File: config.mk
export PLATFORM = sky130hd
export DESIGN_NAME = regression_accumulator
export DESIGN_NICKNAME = d
export VERILOG_FILES = /design/src/rtl/regression_accumulator.sv
export SDC_FILE = /design/constraint.sdc
export NUM_CORES = 2
export LEC_CHECK = 0
export BUFFER_PORTS_ARGS = -buffer_cell sky130_fd_sc_hd__buf_2
export CAP_MARGIN = 20
export CORE_MARGIN = 4
export CORE_UTILIZATION = 25
export CTS_BUF_LIST = sky130_fd_sc_hd__clkbuf_2
export DETAILED_ROUTE_END_ITERATION = 10
export PLACE_DENSITY = 0.47
export SYNTH_ARGS = -nofsm -noshare
export SYNTH_HDL_FRONTEND = slang
export SYNTH_SLANG_ARGS = --single-unit
File: constraint.sdc
create_clock -name clk -period 25.5 [get_ports clk]
set_input_delay 1.275 -clock clk [delete_from_list [all_inputs] [get_ports clk]]
set_output_delay 1.275 -clock clk [all_outputs]
set_load 0.05 [all_outputs]
File: src/rtl/regression_accumulator.sv
// Streams N (x, y) sample pairs from two one-cycle-latency memories and
// accumulates sum(x), sum(y), sum(x*y) and sum(x*x) for a least-squares fit.
module regression_accumulator #(
  parameter int N      = 150,
  parameter int ADDR_W = 8,
  parameter int DW     = 20
) (
  input  logic                     clk,
  input  logic                     rst,
  input  logic                     start,
  input  logic signed [DW-1:0]     x_in,
  input  logic signed [DW-1:0]     y_in,
  output logic [ADDR_W-1:0]        addr,
  output logic                     x_read,
  output logic                     y_read,
  output logic signed [DW+7:0]     sum_x,
  output logic signed [DW+7:0]     sum_y,
  output logic signed [2*DW+7:0]   sum_xy,
  output logic signed [2*DW+7:0]   sum_xx,
  output logic                     busy,
  output logic                     done
);

  typedef enum logic [1:0] {
    ST_IDLE,
    ST_READ,
    ST_DRAIN,
    ST_DONE
  } state_e;

  localparam logic [ADDR_W-1:0] LAST_ADDR = ADDR_W'(N - 1);

  state_e                   state_q, state_d;
  logic [ADDR_W-1:0]        addr_q, addr_d;
  logic                     valid_q, valid_d;
  logic signed [DW+7:0]     sum_x_q, sum_x_d;
  logic signed [DW+7:0]     sum_y_q, sum_y_d;
  logic signed [2*DW+7:0]   sum_xy_q, sum_xy_d;
  logic signed [2*DW+7:0]   sum_xx_q, sum_xx_d;
  logic signed [2*DW-1:0]   prod_xy, prod_xx;
  logic                     clear_sums;

  // NOTE: all state is updated with non-blocking assignments so every flop
  // samples the pre-edge value of every other flop, independent of order.
  always_ff @(posedge clk) begin
    if (rst) begin
      state_q  <= ST_IDLE;
      addr_q   <= '0;
      valid_q  <= 1'b0;
      sum_x_q  <= '0;
      sum_y_q  <= '0;
      sum_xy_q <= '0;
      sum_xx_q <= '0;
    end else begin
      state_q  <= state_d;
      addr_q   <= addr_d;
      valid_q  <= valid_d;
      sum_x_q  <= sum_x_d;
      sum_y_q  <= sum_y_d;
      sum_xy_q <= sum_xy_d;
      sum_xx_q <= sum_xx_d;
    end
  end

  // NOTE: every combinational output gets a default first, so no path through
  // the case statement can leave a signal unassigned and infer a latch.
  always_comb begin
    state_d    = state_q;
    addr_d     = addr_q;
    clear_sums = 1'b0;
    unique case (state_q)
      ST_IDLE: begin
        if (start) begin
          state_d    = ST_READ;
          addr_d     = '0;
          clear_sums = 1'b1;
        end
      end
      ST_READ: begin
        // Park on the last address instead of wrapping back to 0.
        if (addr_q == LAST_ADDR) state_d = ST_DRAIN;
        else                     addr_d  = addr_q + ADDR_W'(1);
      end
      ST_DRAIN: state_d = ST_DONE;
      ST_DONE:  state_d = ST_IDLE;
      default:  state_d = ST_IDLE;
    endcase
  end

  always_comb begin
    x_read = (state_q == ST_READ);
    y_read = (state_q == ST_READ);
    busy   = (state_q != ST_IDLE);
    done   = (state_q == ST_DONE);
  end

  // Data returned this cycle belongs to the strobe issued last cycle.
  always_comb begin
    valid_d  = x_read;
    prod_xy  = (2*DW)'(x_in) * (2*DW)'(y_in);
    prod_xx  = (2*DW)'(x_in) * (2*DW)'(x_in);
    sum_x_d  = sum_x_q;
    sum_y_d  = sum_y_q;
    sum_xy_d = sum_xy_q;
    sum_xx_d = sum_xx_q;
    if (valid_q) begin
      sum_x_d  = sum_x_q  + (DW+8)'(x_in);
      sum_y_d  = sum_y_q  + (DW+8)'(y_in);
      sum_xy_d = sum_xy_q + (2*DW+8)'(prod_xy);
      sum_xx_d = sum_xx_q + (2*DW+8)'(prod_xx);
    end
    if (clear_sums) begin
      sum_x_d  = '0;
      sum_y_d  = '0;
      sum_xy_d = '0;
      sum_xx_d = '0;
    end
  end

  assign addr   = addr_q;
  assign sum_x  = sum_x_q;
  assign sum_y  = sum_y_q;
  assign sum_xy = sum_xy_q;
  assign sum_xx = sum_xx_q;

endmodule

; ---- Word level (Yosys, flattened, before mapping)
; Index checks and enable logic that the tools add are counted.
[totals]
out_inout_bits = 164
memories = 0
regBits = 163
mem_bits_rw = 0
latch_bits = 0
word_cells = 35
input_bits = 43
romBits = 0
[classes]
n_shift = 0
magnitude_cmp = 0
n_mul = 2
n_reduce_logical = 6
div_mod_pow = 0
bitwise_logic = 0
eq_ne = 7
add_sub_neg = 5
mux = 8
[ops]
columns = op, count
row1 = $add A48 B40 Y48, 2
row2 = $mul A20 B20 Y40, 2
row3 = $add A28 B20 Y28, 2
row4 = $mux W8, 2
row5 = $pmux W8 S2, 1
row6 = $add A8 B1 Y8 const B, 1
row7 = $eq A8 B8 Y1 const B, 1
row8 = $pmux W2 S4, 1
row9 = $eq A2 B2 Y1 const B, 2
row10 = $mux W2, 2
row11 = $ne A2 B2 Y1 const B, 2
row12 = $reduce_bool A2 Y1, 2
row13 = $reduce_and A3 Y1, 1
row14 = $eq A2 B1 Y1 const B, 1
row15 = $logic_not A2 Y1, 1
row16 = $mux W1, 2
row17 = $ne A2 B1 Y1 const B, 1
row18 = $reduce_and A2 Y1, 1
row19 = $reduce_or A2 Y1, 1

; ---- Logic depth before layout (Yosys ltp)
[logic_depth]
ltp_word = 3
ltp_mapped = 30
ltp_nobuf = 26

; ---- Least setup slack after synthesis
; No wires, ideal clock.
[synth_path]
kind = input -> register
start = input x_in[19]
end = register sum_xy_q[32], in the netlist sum_xy[32]
t_required_ns = 25.384
arrival_time_ns = 8.888
n_path_buf = 3
setup_slack_ns = 16.496
cell_stages = 27
cell_sequence = clkbuf_8 clkbuf_1 buf_1 nand2_1 inv_1 fa_1 inv_1 fa_1 fa_1 inv_1 fa_1 fa_1 fa_1 inv_1 fa_1 inv_1 ha_1 a21oi_1 o21bai_1 a21oi_1 o211ai_1 nor4b_1 o31ai_1 a21oi_1 nor2b_1 or3_1 a31o_2
[synth_via]
elab_chain_cells = 2
[synth_rtl]
columns = element, line_no
row1 = "start, declared", 11  ; input logic signed [DW-1:0] x_in,
row2 = $mul A20 B20 Y40, 100  ; prod_xy = (2*DW)'(x_in) * (2*DW)'(y_in);
row3 = $add A48 B40 Y48, 109  ; sum_xy_d = sum_xy_q + (2*DW+8)'(prod_xy);
row4 = "end signal, assigned", 60  ; sum_xy_q <= sum_xy_d;
row5 = "end, declared", 38  ; logic signed [2*DW+7:0] sum_xy_q, sum_xy_d;
; No other way between the ends.
; A chain may end at the register's enable or synchronous reset.

; ---- Final worst setup path
[layout_path]
start = input x_in[19]
end = register sum_xx_q[47], in the netlist sum_xx[47]
[layout_via]
elab_chain_cells = 2
[layout_rtl]
columns = element, line_no
row1 = $mul A20 B20 Y40, 101  ; prod_xx = (2*DW)'(x_in) * (2*DW)'(x_in);
row2 = $add A48 B40 Y48, 110  ; sum_xx_d = sum_xx_q + (2*DW+8)'(prod_xx);
row3 = "end signal, assigned", 61  ; sum_xx_q <= sum_xx_d;
row4 = "end, declared", 39  ; logic signed [2*DW+7:0] sum_xx_q, sum_xx_d;
; No other way between the ends.

==> flow_metrics.py <==
metrics = {
    "route": {
        "vias": 31840,
        "wirelength_um": 131200,
        "avgViaCountPerCell": 4.315,
        "final_antenna_net_count": 0,
        "wl_per_cell_um": 17.78,
        "firstDrtPassIters": 5,
        "drcViolationCount": 0,
        "drtIter0Drc": 1469,
    },
    "worst_setup_path": {
        "crit_cells": 28,
        "end_kind": "flip-flop",
        "worstRegToRegCells": 26,
        "endpoint": "sum_xx[47]",
        "start_kind": "input port",
        "cp_slowest_stage_delay_ps": 600,
        "cp_num_buf_inv": 9,
        "reg2reg_slack_ps": 17820,
        "r2r-end": "sum_xy[44]",
        "crit_path_top_delay_cell": "buf_4",
        "startpoint": "x_in[19]",
        "cp_top_family": "adder cells",
        "critical_path_class": "in2reg",
        "arrival_ps": 9850,
        "required_ps": 26790,
        "r2r-start": "sum_xy[12]",
        "critPathMaxFanout": 49,
    },
    "clock_tree": {
        "htreeDepth": 4,
        "cts_tree": "done",
        "cts_buffer_depth": 2,
        "cts_sinks": 163,
        "clock_latency_ps": 1420,
        "post_cts_buffers": 0,
        "cts_root_buf": "clkbuf_2",
        "clk_pin_slew_ps": 390,
        "cts_buffers": 17,
    },
    "synthesis": {
        "ys_warn_count": 0,
        "yosys-top-cells-area": "fa_1, inv_1, ha_1, dfxtp_1, nand2_1",
        "synth_edf_count": 0,
        "syn_area_sq_um": 44650,
        "ys_seq_area_share_pct": 7.308,
        "synth_nets": 6347,
        "synth.distinct_cells": 77,
        "yosysTopAreaCell": "fa_1",
        "syn_inst": 4928,
        "ys_top_cells_by_count": "inv_1, fa_1, nand2_1, ha_1, and2_1",
        "yosysMostFrequentCell": "inv_1",
        "synth_top_area_share_pct": 45.11,
        "ys_seq_elements": 163,
        "synth_area_per_cell_sq_um": 9.060,
        "ys_async_sr_fraction_pct": 0,
        "synth_flop_cell": "dfxtp_1",
    },
    "global_route": {
        "grt.overflow.total": 0,
        "grt_pass1_wl_um": 209200,
        "grt_use_total_pct": 14.81,
        "antenna_found_initial": 15,
        "grt_pass1_vias": 34990,
        "grt_max_degree": 56,
    },
    "die": {
        "pin_count": 207,
        "core_area_sq_um": 176900,
        "die_y_um": 430.6,
        "std_cell_rows": 154,
        "start_util_pct": 25.24,
        "die_area_sq_um": 185400,
        "die_x_um": 430.6,
    },
    "placed_design": {
        "placed_area_sq_um": 48220,
        "dp.cells": 7335,
        "gp_congestion": 0.8391,
        "portBuffers": 206,
        "dp_hpwl_um": 107700,
    },
    "timing": {
        "maxSlewHeadroom_pct": 20.08,
        "setup_violations": 0,
        "rsz0062_at_grt": "false",
        "fin_skew_ps": 105.6,
        "finalHoldViolations": 0,
        "worstMarginPinSlew_ps": 1199,
        "timing.final.crit_share_pct": 33.57,
        "fmax_mhz": 116.8,
        "maxSlewViolCount": 0,
        "min_period_ps": 8561,
        "tns_ps": 0,
    },
    "layout": {
        "finalNetCount": 6436,
        "drive_gt1_share_pct": 6.421,
        "design_area_sq_um": 48570,
        "instances_no_fill": 7378,
        "syn2layout_area_growth_pct": 8.791,
    },
    "min_path": {
        "min-delay-path-class": "in2reg",
    },
    "run_status": {
        "outcome": "completed",
    },
    "flow_run": {
        "maxCapViolations": 0,
    },
}
-- cells in the final DEF, fill, tap and decap left out, drive strengths merged, types with 15 or more instances in the layout --
| cell | instances |
|---|---|
| inv | 1425 |
| fa | 1006 |
| nand2 | 414 |
| ha | 370 |
| buf | 249 |
| and2 | 244 |
| nor2 | 206 |
| dfxtp | 163 |
| a21oi | 127 |
| xnor2 | 97 |
| mux2i | 96 |
| a21o | 86 |
| o21ai | 74 |
| nor2b | 53 |
| xor2 | 47 |
| nand3 | 33 |
| a211oi | 28 |
| a31oi | 26 |
| nor3 | 25 |
| nand4 | 22 |
| nand2b | 20 |
| o21bai | 19 |
| clkbuf | 17 |
| and3 | 17 |
| o21a | 15 |
-- metal layers --
metal	vias up	track usage [%]	part of all wire, %
li1	14780	-	-
met1	16520	18.43	42
met2	445	27.05	52
met3	86	2.172	3.5
met4	0	3.174	2.0
met5	-	0	0
-- through the flow --
stage	hold WS (ps)	worst slack, ps	util [%]
after floorplan	517.5	16500	-
after global placement	474.1	15640	27.26
after detailed placement	483.0	15550	27.26
after CTS	42.06	17240	27.43
after global routing	183.6	16700	27.46
final	333.4	16940	27.46
-- state kept, by name (all words and copies together), names as in the netlist --
signal   flops
sum_xy      48
sum_xx      48
sum_y       28
state_q      2
valid_q      1
sum_x       28
addr         8
-- how the worst min path moves through the flow --
stage                          start    endpoint  slack [ps]  cells after the start
after floorplan           state_q[1]  state_q[1]         520                      2
after global placement     sum_y[17]   sum_y[17]         470                      2
after detailed placement  sum_xx[28]  sum_xx[28]         480                      2
after CTS                      start  state_q[0]          40                      4
after global routing           start  state_q[0]         180                      4
final                          start  state_q[0]         330                      4
-- repair_timing --
action / 4_1_cts / 5_1_grt
hold endpoints to repair: 5 / 0
hold buffers: 1 / 0
gates resized for setup: 0 / 0
-- area by class of cell --
type / count / area (sq um)
fill: 19280 / 128300
clock buffer: 17 / 85.08
antenna: 8 / 20.02
tap: 2340 / 2928
clock inverter: 15 / 201.4
timing repair buffer: 250 / 1389
inverter: 1420 / 5331
sequential: 163 / 3267
multi-input combinational: 3165 / 35350
-- kinds of logic (layout without fill, tap and decap cells) --
family / after synthesis / in the layout / synth area share (%)
buf+inv: 1600 / 1702 / 13.57
fa+ha+maj: 1376 / 1376 / 55.47
simple gates: 1080 / 1080 / 11.65
compound gates: 465 / 465 / 6.927
flops: 163 / 163 / 7.308
xor+xnor: 144 / 144 / 2.825
mux: 100 / 100 / 2.253
other cells: 0 / 8 / 0
-- worst min-delay path, cell delays in order --
cell	delay, ps
buf_2	130
nand2b_1	150
nand2_1	110
a211oi_1	80
Power is not shown: default switching activity piles up to over one toggle a cycle in this logic, so the estimate is an artifact.
